**config.mk**
```make
export PLATFORM = sky130hd
export DESIGN_NAME = sequential_divider
export DESIGN_NICKNAME = d
export VERILOG_FILES = /design/src/rtl/div_pkg.sv /design/src/rtl/div_step.sv /design/src/rtl/sequential_divider.sv
export SDC_FILE = /design/constraint.sdc
export NUM_CORES = 1
export LEC_CHECK = 0
export CORE_ASPECT_RATIO = 1.75
export CORE_MARGIN = 8
export CORE_UTILIZATION = 57
export CTS_BUF_LIST = sky130_fd_sc_hd__clkbuf_2 sky130_fd_sc_hd__clkbuf_4 sky130_fd_sc_hd__clkbuf_8
export DETAILED_ROUTE_END_ITERATION = 7
export GPL_TIMING_DRIVEN = 1
export PLACE_DENSITY = 0.86
export SYNTH_ARGS = -nofsm -noshare
export SYNTH_HDL_FRONTEND = slang
export SYNTH_SLANG_ARGS = --single-unit
```
**constraint.sdc**
```tcl
create_clock -name clk_in -period 4.8 [get_ports clk_in]
set_input_delay 0.96 -clock clk_in [delete_from_list [all_inputs] [get_ports clk_in]]
set_output_delay 0.96 -clock clk_in [all_outputs]
set_load 0.01 [all_outputs]
```
**src/rtl/div_pkg.sv**
```systemverilog
// Shared types and sizing helpers for the sequential restoring divider.
package div_pkg;

    typedef enum logic [1:0] {DIV_IDLE, DIV_RUN, DIV_DONE} div_state_t;

    function automatic int cnt_w(input int d);
        return $clog2(d + 1);
    endfunction

endpackage

```
**src/rtl/div_step.sv**
```systemverilog
// One combinational restoring-division iteration: shift in the next dividend bit,
// trial-subtract the divisor, keep the difference only if it did not go negative.
module div_step
    import div_pkg::*;
#(
    parameter int D_SIZE = 8
) (
    input  logic [D_SIZE-1:0] r_in,
    input  logic [D_SIZE-1:0] q_in,
    input  logic [D_SIZE-1:0] divisor_in,
    output logic [D_SIZE-1:0] r_out,
    output logic [D_SIZE-1:0] q_out
);

    logic [D_SIZE:0] sh;
    logic [D_SIZE:0] t;

    // The partial remainder is always below the divisor, so its top bit is implicitly 0.
    always_comb begin
        sh    = {r_in, q_in[D_SIZE-1]};
        t     = sh - {1'b0, divisor_in};
        q_out = {q_in[D_SIZE-2:0], ~t[D_SIZE]};
        if (!t[D_SIZE]) begin
            r_out = t[D_SIZE-1:0];
        end else begin
            r_out = sh[D_SIZE-1:0];
        end
    end

endmodule

```
**src/rtl/sequential_divider.sv**
```systemverilog
// Multi-cycle unsigned restoring divider retiring one quotient bit per clock,
// with the same start/busy/done handshake as the shift-add multiplier.
module sequential_divider
    import div_pkg::*;
#(
    parameter int D_SIZE = 8
) (
    input  logic              clk_in,
    input  logic              rst_in,
    input  logic              strt_in,
    input  logic [D_SIZE-1:0] dividend_in,
    input  logic [D_SIZE-1:0] divisor_in,
    output logic              busy_out,
    output logic              done_out,
    output logic              div_zero_out,
    output logic [D_SIZE-1:0] quotient_out,
    output logic [D_SIZE-1:0] remainder_out
);

    localparam int CNT_W = cnt_w(D_SIZE);
    localparam logic [CNT_W-1:0] CNT_LAST = CNT_W'(D_SIZE - 1);

    div_state_t        state_q, state_d;
    logic [CNT_W-1:0]  cnt_q, cnt_d;
    logic [D_SIZE-1:0] r_q, r_d;
    logic [D_SIZE-1:0] q_q, q_d;
    logic [D_SIZE-1:0] dvsr_q, dvsr_d;
    logic [D_SIZE-1:0] quot_q, quot_d;
    logic [D_SIZE-1:0] rem_q, rem_d;
    logic              dz_q, dz_d;

    logic [D_SIZE-1:0] step_r;
    logic [D_SIZE-1:0] step_q;

    div_step #(.D_SIZE(D_SIZE)) u_step (
        .r_in       (r_q),
        .q_in       (q_q),
        .divisor_in (dvsr_q),
        .r_out      (step_r),
        .q_out      (step_q)
    );

    always_comb begin
        state_d = state_q;
        cnt_d   = cnt_q;
        r_d     = r_q;
        q_d     = q_q;
        dvsr_d  = dvsr_q;
        quot_d  = quot_q;
        rem_d   = rem_q;
        dz_d    = dz_q;

        case (state_q)
            DIV_IDLE: begin
                if (strt_in) begin
                    cnt_d  = '0;
                    r_d    = '0;
                    q_d    = dividend_in;
                    dvsr_d = divisor_in;
                    dz_d   = 1'b0;
                    // A zero divisor skips the iterations and reports immediately.
                    if (divisor_in == '0) begin
                        state_d = DIV_DONE;
                        dz_d    = 1'b1;
                        quot_d  = '1;
                        rem_d   = dividend_in;
                    end else begin
                        state_d = DIV_RUN;
                    end
                end
            end
            DIV_RUN: begin
                r_d = step_r;
                q_d = step_q;
                if (cnt_q == CNT_LAST) begin
                    state_d = DIV_DONE;
                    quot_d  = step_q;
                    rem_d   = step_r;
                end else begin
                    cnt_d = cnt_q + CNT_W'(1);
                end
            end
            DIV_DONE: begin
                state_d = DIV_IDLE;
            end
            default: begin
                state_d = DIV_IDLE;
            end
        endcase
    end

    always_ff @(posedge clk_in) begin
        if (!rst_in) begin
            state_q <= DIV_IDLE;
            cnt_q   <= '0;
            r_q     <= '0;
            q_q     <= '0;
            dvsr_q  <= '0;
            quot_q  <= '0;
            rem_q   <= '0;
            dz_q    <= 1'b0;
        end else begin
            state_q <= state_d;
            cnt_q   <= cnt_d;
            r_q     <= r_d;
            q_q     <= q_d;
            dvsr_q  <= dvsr_d;
            quot_q  <= quot_d;
            rem_q   <= rem_d;
            dz_q    <= dz_d;
        end
    end

    assign busy_out      = (state_q != DIV_IDLE);
    assign done_out      = (state_q == DIV_DONE);
    assign div_zero_out  = dz_q;
    assign quotient_out  = quot_q;
    assign remainder_out = rem_q;

endmodule

```
# After elaboration in Yosys (flattened, before gate mapping)

Cells that the tools add are included.

Bits in registers: 47
Bits of input ports: 19
Output and inout port bits: 19
Word-level logic and storage cells: 48

$add $sub $neg: 2
Eq/ne operators: 7
Multiplexer cells: 21
Bitwise operators: 1
Reductions and logical operators: 9

Operators by type and width:

| kind                  | number |
|---|---|
| $mux W8               | 9 |
| $pmux W8 S2           | 4 |
| $sub A9 B8 Y9         | 1 |
| $logic_not A8 Y1      | 1 |
| $mux W4               | 2 |
| $ne A2 B2 Y1 const B  | 4 |
| $pmux W4 S2           | 1 |
| $mux W2               | 3 |
| $reduce_and A2 Y1     | 3 |
| $add A4 B1 Y4 const B | 1 |
| $eq A4 B3 Y1 const B  | 1 |
| $pmux W2 S2           | 1 |
| $reduce_and A4 Y1     | 1 |
| $reduce_bool A2 Y1    | 2 |
| $reduce_and A3 Y1     | 1 |
| $eq A2 B1 Y1 const B  | 1 |
| $eq A2 B2 Y1 const B  | 1 |
| $logic_not A2 Y1      | 1 |
| $mux W1               | 1 |
| $not A1 Y1            | 1 |

# Longest topological paths before layout

Depth in word-level cells: 4
Mapped depth: 10
Mapped depth without buffers: 9

# Modules after synthesis

From an unflattened synthesis, not the netlist that was laid out.

Cells, all modules: 278
Area total of the unflattened synthesis: 2522.4 um2

Modules (own cells, without submodules):

| module             | instances | cells each | area each (um2) | seq. area each (um2) |
|---|---|---|---|---|
| sequential_divider | 1         | 213        | 1984.4          | 940.9 |
| div_step           | 1         | 65         | 538.0           | 0.0 |

# Worst setup path after synthesis

No wires, ideal clock.

Kind: input port to flip-flop
Start point: input port divisor_in[3]
End point: register rem_q[7], in the netlist remainder_out[7]
Library setup time: 122 ps
Data arrival time: 2154 ps
Data required time: 4678 ps
Setup slack: 2524 ps
Stages on the path: 6
Path buffers: 1
Path through: or4_1 or2_1 buf_6 o21ai_1 o211a_1 a21oi_1

Cells in the longest elaborated chain, start to end: 3

Ends and longest elaborated chain:

| what                        | RTL line                  | text |
|---|---|---|
| start: declaration          | sequential_divider.sv:12  | `input logic [D_SIZE-1:0] divisor_in,` |
| $logic_not A8 Y1            | sequential_divider.sv:62  | `if (divisor_in == '0) begin` |
| $ne A2 B2 Y1 (no line)      | -                         |  |
| $reduce_and A4 Y1 (no line) | -                         |  |
| end signal: assignment      | sequential_divider.sv:109 | `rem_q <= rem_d;` |
| end: declaration            | sequential_divider.sv:29  | `logic [D_SIZE-1:0] rem_q, rem_d;` |

Every way passes these cells.
A chain may end at the register's enable or synchronous reset.

# Worst setup path after layout

Start point: input port rst_in
End point: register q_q[7]

RTL lines:

| what                   | RTL line                  | text |
|---|---|---|
| start: declaration     | sequential_divider.sv:9   | `input logic rst_in,` |
| end signal: assignment | sequential_divider.sv:106 | `q_q <= q_d;` |
| end: declaration       | sequential_divider.sv:26  | `logic [D_SIZE-1:0] q_q, q_d;` |

No word-level cell between the ends.

==> key figures <==
Synthesis
  – Flop and latch count out of synthesis: 47
  – Post-synthesis adder-cell area fraction: 5.17%
  – Sequential share of the synthesized area: 36.7%
  – Top_reg_cell synth: dfxtp_1
  – Syn Inst Count: 328
  – Syn Nets: 357
  – Syn Area/Cell: 7.82 sq um
  – Synthesized area: 2570 sq um
  – Largest family of logic cells by synthesized area: compound AO/OA/AOI/OAI gates
  – Compound-gate portion of the synthesized area: 27.4%
  – Multiplexer area fraction after synthesis: 1.80%
  – Post-synth EDFFs: 0
  – Netlist cell types: 58
  – Post-Synth XOR/XNOR Area: 1.02%
  – Synth async-reset ratio: 0%
  – Yosys warns: 0
  – Simple logic cell fraction of the synthesized area: 21.5%

Routing
  – Routed vias: 2,458
  – WL/cell: 15.9 um
  – Drt drc: 0
  – Post-route ant nets: 0
  – Initial DRC Count: 115
  – DR pass1 iterations: 4
  – Total Wirelength: 6.43 mm
  – Via density: 6.07

Clock network
  – TritonCTS clock tree: yes
  – CTS Buffer Depth: 2
  – CTS root buffer: clkbuf_8
  – Hold_buf cts: 0
  – Clock transition at path regs: 90 ps
  – Worst skew pair latency: 300 ps
  – Total clock sinks: 47
  – Resize count post-CTS: 0
  – Total CTS buffers: 5
  – H-tree Lvls: 2
  – Number of post-CTS setup repair buffers: 0

Floorplan
  – Full die area: 6990 sq um
  – Core area: 4360 sq um
  – I/O Pins: 38
  – Starting Density: 58.8%
  – Core Rows: 32
  – Die W: 66.7 um
  – Die Y: 105 um

STA
  – Tightest Pin Transition: 904 ps
  – Fin worst setup slack: 1920 ps
  – Max-slew violation count: 0
  – Setup violators final: 0
  – Fin Hold WS: 457 ps
  – Final worst path period share: 60.0%
  – Max_slew headroom: 39.3%
  – Final Skew: 10.1 ps
  – Post-layout minimum cycle time: 2880 ps
  – Sum Neg Setup Slack: 0 ps
  – Peak Freq: 347 MHz
  – RSZ-0062 raised after global routing: no
  – Fin. Hold Viols: 0

Status
  – Status: finished clean

Pwr
  – VDD IR max: 0.361 mV
  – Power density cells: 358 nW/um^2
  – Leak: 1.13 nW

Layout
  – Area grow syn2layout: 17.4%
  – Diode count: 0
  – FF/Latch Area: 941 sq um
  – Nets: 382
  – Layout cells sized above 1: 6.50%
  – Fillcell total: 340
  – Multi-input gate area: 1460 sq um

Critical path
  – CP arrival: 3060 ps
  – Setup crit start kind: primary input
  – Critical path class: in2reg
  – Required time worst endpoint: 4980 ps
  – Critical path endpoint category: flop
  – Critical path peak fanout: 34

Placed design
  – Dpl ws: 1640 ps
  – Routability cong.: 0.845
  – # port buffers: 37
  – Final HPWL DP: 5.00 mm

Global routing
  – Pin count of the biggest net entering global routing: 35
  – All-layer global routing usage: 18.9%
  – Vias in the first global route: 2,407
  – First-pass GRT wire length: 10.8 mm
  – Initial antenna violation count: 0
  – GRT Residual Overflow: 0

Job
  – Max-Cap Viols: 0

Min path
  – Worst Hold Class: reg2reg
==> critical path, stage by stage <==
cell and delay, ps:
clkdlybuf4s50_1 720, clkinv_1 830, a311oi_1 540
==> kinds of logic (layout without fill, tap and decap cells) <==
kind of cell	Yosys count	count (layout)
AOI/OAI and AO/OA	107	107
adders and majority gates	10	10
buffers and inverters	35	61
and+or+nand+nor	122	122
xor gates and xnor gates	3	3
DFF	47	47
muxes	4	4
==> layout make-up <==
class,instances,area share [%]
clock buffers,5,2.29
flip-flops and latches,47,31.2
multi-input cells,246,48.5
clock inverters,3,1.45
well taps,51,2.12
repair buffers,38,12.5
inverters,15,1.87
==> synthesized netlist by cell type, types with 3 or more instances <==
cell	instances	area share, %
nand3_1	7	1.4
and2_1	4	0.97
ha_1	9	4.4
nor2b_1	3	0.73
a311oi_1	7	2.4
a21oi_1	28	5.5
dfxtp_1	47	37
a211oi_1	3	0.88
nand2b_1	3	0.73
a31oi_1	8	2.0
clkbuf_1	13	1.9
o211ai_1	5	1.5
nor2_1	20	2.9
o21ai_0	26	5.1
o21ai_1	6	1.2
a21oi_2	3	1.0
nand2_1	69	10
o211a_1	3	1.2
inv_1	14	2.0
a211o_1	3	1.0
==> stage by stage <==
step / power, mW / cell area (sq um) / std cells / util [%]
after floorplan: 0.705 / 2570 / 328 / -
after global placement: 0.784 / 2900 / 397 / 66.4
after detailed placement: 0.793 / 2900 / 397 / 66.4
after CTS: 1.08 / 3010 / 405 / 69.0
after global routing: 1.13 / 3010 / 405 / 69.0
final: 1.08 / 3010 / 405 / 69.0
==> sequential cells by signal (all words and copies together) (netlist names) <==
name	flops
dvsr_q	8
q_q	8
quotient_out	8
r_q	8
remainder_out	8
cnt_q	4
state_q	2
div_zero_out	1
==> cells in the final DEF, fill, tap and decap left out, drive strengths merged, types with 2 or more instances in the layout <==
| master | count |
|---|---|
| nand3 | 7 |
| nor2 | 20 |
| or4 | 2 |
| nand4b | 2 |
| o211a | 3 |
| clkbuf | 5 |
| inv | 14 |
| a21oi | 31 |
| ha | 9 |
| o211ai | 7 |
| mux2 | 2 |
| mux2i | 2 |
| xnor2 | 2 |
| a311oi | 7 |
| or3 | 2 |
| nor3 | 2 |
| nand2 | 69 |
| a31oi | 9 |
| or2 | 2 |
| a211oi | 4 |
| dfxtp | 47 |
| nor2b | 3 |
| nand2b | 4 |
| a211o | 3 |
| o2111ai | 2 |
| o21ai | 32 |
| clkinv | 3 |
| clkdlybuf4s50 | 37 |
| and2 | 4 |
| o21a | 2 |
==> metal layers <==
layer,wire length (um),vias to the layer above,track usage [%]
met2,3460,82,33.4
met4,270,0,10.8
met5,0,-,0
met1,2450,1148,19.5
met3,254,20,3.64
li1,-,1208,-
==> path summary, 6_finish.rpt <==
kind,start,to,slack (ps),cells after the start
hold reg to reg,quotient_out[2],quotient_out[2],460,2
setup reg to reg,q_q[7],r_q[1],2160,9
setup / recovery,rst_in,q_q[7],1920,3
hold / removal,quotient_out[2],quotient_out[2],460,2
==> where the power goes <==
group | switching (mW) | total [mW] | internal [mW]
Combinational | 0.198 | 0.340 | 0.142
Clock | 0.135 | 0.291 | 0.155
Sequential | 0.0264 | 0.447 | 0.420
Total | 0.360 | 1.08 | 0.717
No activity file was read; power rests on OpenSTA's default activity.
